===== src/rtl/wb_regfile_if.sv =====
// Bus bundle between the writeback stage / decode and the register file.
// regwrite qualifies rd/wbdata for exactly the current cycle; there is no
// backpressure, so every cycle with regwrite=1 (rst=0, rd!=0) is a committed write.
interface wb_regfile_if #(
    parameter int XLEN = 32,
    parameter int AW   = 5
);
    logic            regwrite;
    logic [AW-1:0]   rd;
    logic [XLEN-1:0] wbdata;
    logic [AW-1:0]   rs1;
    logic [AW-1:0]   rs2;
    logic [XLEN-1:0] rdata1;
    logic [XLEN-1:0] rdata2;
    logic [31:0]     wr_count;

    modport master (
        output regwrite, rd, wbdata, rs1, rs2,
        input  rdata1, rdata2, wr_count
    );

    modport slave (
        input  regwrite, rd, wbdata, rs1, rs2,
        output rdata1, rdata2, wr_count
    );
endinterface


===== src/rtl/wb_regfile.sv =====
// Architectural integer register file: one clocked write port, two
// combinational read ports, hardwired x0 and optional write-to-read bypass.
module wb_regfile #(
    parameter int XLEN   = 32,
    parameter int NREGS  = 32,
    parameter bit BYPASS = 1'b1
) (
    input  logic        clk,
    input  logic        rst,
    wb_regfile_if.slave bus
);
    localparam int AW   = (NREGS > 1) ? $clog2(NREGS) : 1;
    localparam int AWP1 = AW + 1;
    localparam logic [AW:0] LP_NREGS = AWP1'(NREGS);

    logic [XLEN-1:0] r_regs [NREGS];
    logic [31:0]     r_wr_count;

    logic            w_wr_en;
    logic            w_rs1_ok;
    logic            w_rs2_ok;
    logic [XLEN-1:0] w_rdata1;
    logic [XLEN-1:0] w_rdata2;

    // A write commits only outside reset, to a real, non-zero register.
    assign w_wr_en  = bus.regwrite && !rst && (bus.rd != '0) &&
                      ({1'b0, bus.rd} < LP_NREGS);
    assign w_rs1_ok = (bus.rs1 != '0) && ({1'b0, bus.rs1} < LP_NREGS);
    assign w_rs2_ok = (bus.rs2 != '0) && ({1'b0, bus.rs2} < LP_NREGS);

    always_ff @(posedge clk) begin
        if (rst) begin
            for (int i = 0; i < NREGS; i++) begin
                r_regs[i] <= '0;
            end
            r_wr_count <= '0;
        end else if (w_wr_en) begin
            r_regs[bus.rd] <= bus.wbdata;
            r_wr_count     <= r_wr_count + 32'd1;
        end
    end

    // x0 and out-of-range indices read as 0; bypass is folded into w_wr_en,
    // so it is already suppressed during reset.
    always_comb begin
        w_rdata1 = '0;
        if (w_rs1_ok) begin
            if (BYPASS && w_wr_en && (bus.rs1 == bus.rd)) begin
                w_rdata1 = bus.wbdata;
            end else begin
                w_rdata1 = r_regs[bus.rs1];
            end
        end
    end

    always_comb begin
        w_rdata2 = '0;
        if (w_rs2_ok) begin
            if (BYPASS && w_wr_en && (bus.rs2 == bus.rd)) begin
                w_rdata2 = bus.wbdata;
            end else begin
                w_rdata2 = r_regs[bus.rs2];
            end
        end
    end

    assign bus.rdata1   = w_rdata1;
    assign bus.rdata2   = w_rdata2;
    assign bus.wr_count = r_wr_count;
endmodule


===== src/flat_wrapper.sv =====
// flat-port wrapper written by rule: the top's interface ports become plain ports
module wb_regfile_flat 
#(
    parameter int XLEN   = 32,
    parameter int NREGS  = 32,
    parameter bit BYPASS = 1'b1
)
  (clk, rst, bus_regwrite, bus_rd, bus_wbdata, bus_rs1, bus_rs2, bus_rdata1, bus_rdata2, bus_wr_count);
  wb_regfile_if #(.XLEN(XLEN), .AW(5)) bus_i ();
  input  logic clk;
  input  logic rst;
  input wire logic [$bits(bus_i.regwrite)-1:0] bus_regwrite;
  input wire logic [$bits(bus_i.rd)-1:0] bus_rd;
  input wire logic [$bits(bus_i.wbdata)-1:0] bus_wbdata;
  input wire logic [$bits(bus_i.rs1)-1:0] bus_rs1;
  input wire logic [$bits(bus_i.rs2)-1:0] bus_rs2;
  output wire logic [$bits(bus_i.rdata1)-1:0] bus_rdata1;
  output wire logic [$bits(bus_i.rdata2)-1:0] bus_rdata2;
  output wire logic [$bits(bus_i.wr_count)-1:0] bus_wr_count;
  assign bus_i.regwrite = bus_regwrite;
  assign bus_i.rd = bus_rd;
  assign bus_i.wbdata = bus_wbdata;
  assign bus_i.rs1 = bus_rs1;
  assign bus_i.rs2 = bus_rs2;
  assign bus_rdata1 = bus_i.rdata1;
  assign bus_rdata2 = bus_i.rdata2;
  assign bus_wr_count = bus_i.wr_count;
  wb_regfile #(.XLEN(XLEN), .NREGS(NREGS), .BYPASS(BYPASS)) u_core (.clk(clk), .rst(rst), .bus(bus_i));
endmodule

===== config.mk =====
export PLATFORM = sky130hd
export DESIGN_NAME = wb_regfile_flat
export DESIGN_NICKNAME = d
export VERILOG_FILES = /design/src/rtl/wb_regfile_if.sv /design/src/rtl/wb_regfile.sv /design/src/flat_wrapper.sv
export SDC_FILE = /design/constraint.sdc
export NUM_CORES = 2
export LEC_CHECK = 0
export ABC_AREA = 1
export ABC_CLOCK_PERIOD_IN_PS = 3300
export CAP_MARGIN = 20
export CORE_MARGIN = 4
export CORE_UTILIZATION = 40
export CTS_CLUSTER_SIZE = 40
export DETAILED_ROUTE_END_ITERATION = 6
export SYNTH_ARGS = -nofsm -noshare
export SYNTH_HDL_FRONTEND = slang
export SYNTH_SLANG_ARGS = --single-unit

===== constraint.sdc =====
create_clock -name clk -period 3.3 [get_ports clk]
set_input_delay 0.495 -clock clk [delete_from_list [all_inputs] [get_ports clk]]
set_output_delay 0.495 -clock clk [all_outputs]
set_load 0.02 [all_outputs]

==> results.toml <==
[status]
status = "finished clean"

[sta]
setup_viol = 0
max_slew.worst_pin.slew_ns = 0.854
fin_skew_ns = 0.00828
fmaxAchievable_mhz = 312
drv_slew = 0
max_slew_margin = 0.430
hold_slack_ns = 0.256
rsz0062_at_grt = "false"
layout_setup_ws_ns = 0.0920
hold_viol_final = 0
timing.final.crit_period_ns = 3.21
tns_ns = 0
finalCritPeriodShare = 0.972

[critical_path]
max_stage_delay_ns = 0.46
critPathMaxFanout = 23
critPathLaunchType = "input pin"
crit_slowest_cell = "clkdlybuf4s50_1"
worstSetupPathType = "input pin to output port"
crit_top_cell = "buf_12"
path_cells = "clkdlybuf4s50_1 > buf_12 > nor3_4 > nand2_2 > nand2_4 > inv_2 > nand2_8 > buf_12 > buf_4 > o21ai_0 > a21oi_1 > clkdlybuf4s15_1"
cp-end-kind = "output port"
cp_data_required_time_ns = 2.80
reg2reg_depth = 9
arrival_ns = 2.71

[layout]
multi_input_comb_area_um2 = 22600
drive_gt1_frac = 0.115
nFillCells = 13900
final_util = 0.476
register_area_um2 = 31400
syn_to_final_growth_pct = 18.3
final_cells = 9199
final_nets = 7221

[floorplanning]
fp.coreArea_um2 = 147000
dieArea_um2 = 154000
ios = 146
initial_core_util = 0.402
fp.dieW_um = 393
std_cell_rows = 141
die_height_um = 393

[run]
drv_cap = 0

[synth]
synthCells = 7005
synth.avg_cell_area_um2 = 8.46
netlist_area_um2 = 59300
ys_types = 40
synthXorXnorAreaFrac = 0.00177
ys_seq_elements = 1056
async_flop_share = 0
synth_top_area_frac = 0.519
synthAdderAreaFrac = 0.000211
ys_seq_area_frac = 0.529
yosys.area.top_type = "edfxtp_1"
synthMuxAreaShare = 0
synth_most_common_cell = "nor2_1"
synthFlopType = "edfxtp_1"
yosysWarnings = 0
yosys.area_share.simple = 0.226
synth_edf_count = 1024
synth_top_family_by_area = "simple AND/OR/NAND/NOR gates"
synth_compound_area_frac = 0.149
synth_common_cells = "1170 x nor2_1, 1076 x nand2_1, 1024 x edfxtp_1"
synthTopCellsByArea = "edfxtp_1 52%, o211ai_1 7.6%, nor2_1 7.4%, nand3_1 7.0%, nand2_1 6.8%"

[cts]
cts_buffers = 117
htreeDepth = 3
clk_latency_ns = 0.74
cts_tree = "built"
cts_hold_buf = 0
cts.sinks = 1056
clk_pin_slew_ns = 0.06
cts-root-buf = "clkbuf_16"
cts_buffer_depth = 3

[placement]
place_inst = 8978
hpwl_mm = 152
port_buffers = 145
place.gp.congestion = 0.966
dp_worst_setup_slack_ns = -0.433

[global_routing]
track_usage = 0.293
overflow = 0
grt_pass1_vias = 51600
antenna_found_initial = 7
grt_pass1_wl_mm = 336
grt_max_degree = 123

[power_and_ir_drop]
switching_share = 0.279
seq_power_share = 0.458
p_per_area_nw_per_um2 = 488
leakage_nw = 28.1
intPower_mw = 24.7
p_sw_mw = 9.56
combPwrFrac = 0.154
clkPwrFrac = 0.388
ir_drop_v = 0.000432

[routing]
wl_per_cell_um = 25.2
via_count = 54500
drtIter0Drc = 6690
ant_nets = 0
route.detailed.drc = 0
drtPass1Iterations = 7
drt-vias-per-instance = 5.93
routed_wl_mm = 232

[hold_path]
whs_path_depth = 3
hold_class = "input pin to register"
==> state kept, by name, indices dropped and copies added (netlist names) <==
signal / cells
u_core.r_regs: 1024
u_core.bus.wr_count: 32
==> kinds of logic after synthesis <==
family / after synthesis
compound gates: 1464
flops: 1056
simple gates: 3179
fa+ha+maj: 1
buf+inv: 1292
other cells: 1
xor+xnor: 12
==> layer usage <==
layer  vias up  track usage  wire length, µm
li1      24300            -                -
met2      3518        0.447           101000
met5         -            0               37
met3       664       0.0747            29900
met1     26000        0.387            87800
met4         6        0.148            13000
==> per-stage QoR <==
step                power (mW)  cell area, µm²
floorplan                 18.6           59400
global placement          21.0           66200
detailed placement        21.1           66200
CTS                       34.2           70100
global route              35.3           70200
finish                    34.2           70200
==> power groups by stage <==
stage	Clock, mW	Combinational, mW	Sequential (mW)
3_3_place_gp	0	5.10	15.9
4_1_cts	13.4	5.13	15.7
5_1_grt	14.0	5.57	15.7
3_5_place_dp	0	5.16	16.0
6_report	13.3	5.26	15.7
2_1_floorplan	0	2.76	15.9
==> worst max-delay path: cells and delay by family <==
family                 cells  cell delay, ns
buffers and inverters      6            1.42
AND/OR/NAND/NOR            4            0.48
AO/OA/AOI/OAI              2            0.28
==> what timing repair did <==
action | in CTS | in global routing
endpoints found under the setup margin | 58 | 13
resized for setup | 73 | 16
buffers inserted | 0 | 0
gates cloned | 1 | 2
==> worst paths after layout <==
| check | to | start | slack, ns |
|---|---|---|---|
| min reg2reg | u_core.bus.wr_count[10]$_SDFFE_PP0P_ | u_core.bus.wr_count[10]$_SDFFE_PP0P_ | 0.51 |
| max | bus_rdata2[9] | bus_rd[2] | 0.09 |
| max reg2reg | u_core.bus.wr_count[18]$_SDFFE_PP0P_ | u_core.bus.wr_count[5]$_SDFFE_PP0P_ | 1.36 |
| min | u_core.bus.wr_count[4]$_SDFFE_PP0P_ | rst | 0.26 |
==> placed cells by master, fill, tap and decap left out, types with 4 or more instances in the layout <==
cell	count
a211oi_1	4
a21oi_1	396
buf_12	164
buf_2	4
buf_4	353
buf_8	4
bufinv_16	13
clkbuf_1	14
clkbuf_16	121
clkdlybuf4s50_1	69
clkinv_1	32
clkinv_2	26
conb_1	32
dfxtp_1	32
diode_2	4
dlygate4sd2_1	52
dlymetal6s2s_1	8
edfxtp_1	1024
inv_1	623
inv_2	11
inv_4	4
inv_6	4
nand2_1	1036
nand2_2	43
nand2_4	15
nand3_1	822
nand3_2	8
nand3b_1	8
nand4_1	11
nor2_1	1167
nor2_2	7
nor3_1	21
nor3_2	7
o211ai_1	601
o21ai_0	448
o21ai_1	8
or2_2	27
xnor2_1	8
xor2_1	4
==> final cells by class <==
cell class              instances  area share
flip-flops and latches       1056       0.447
well taps                    1930      0.0344
multi-input cells            4688       0.323
clock inverters                81      0.0112
diodes                          4    0.000143
inverters                     641      0.0346
clock buffers                 133      0.0432
repair buffers                666       0.107
No activity file was read; power rests on OpenSTA's default activity.
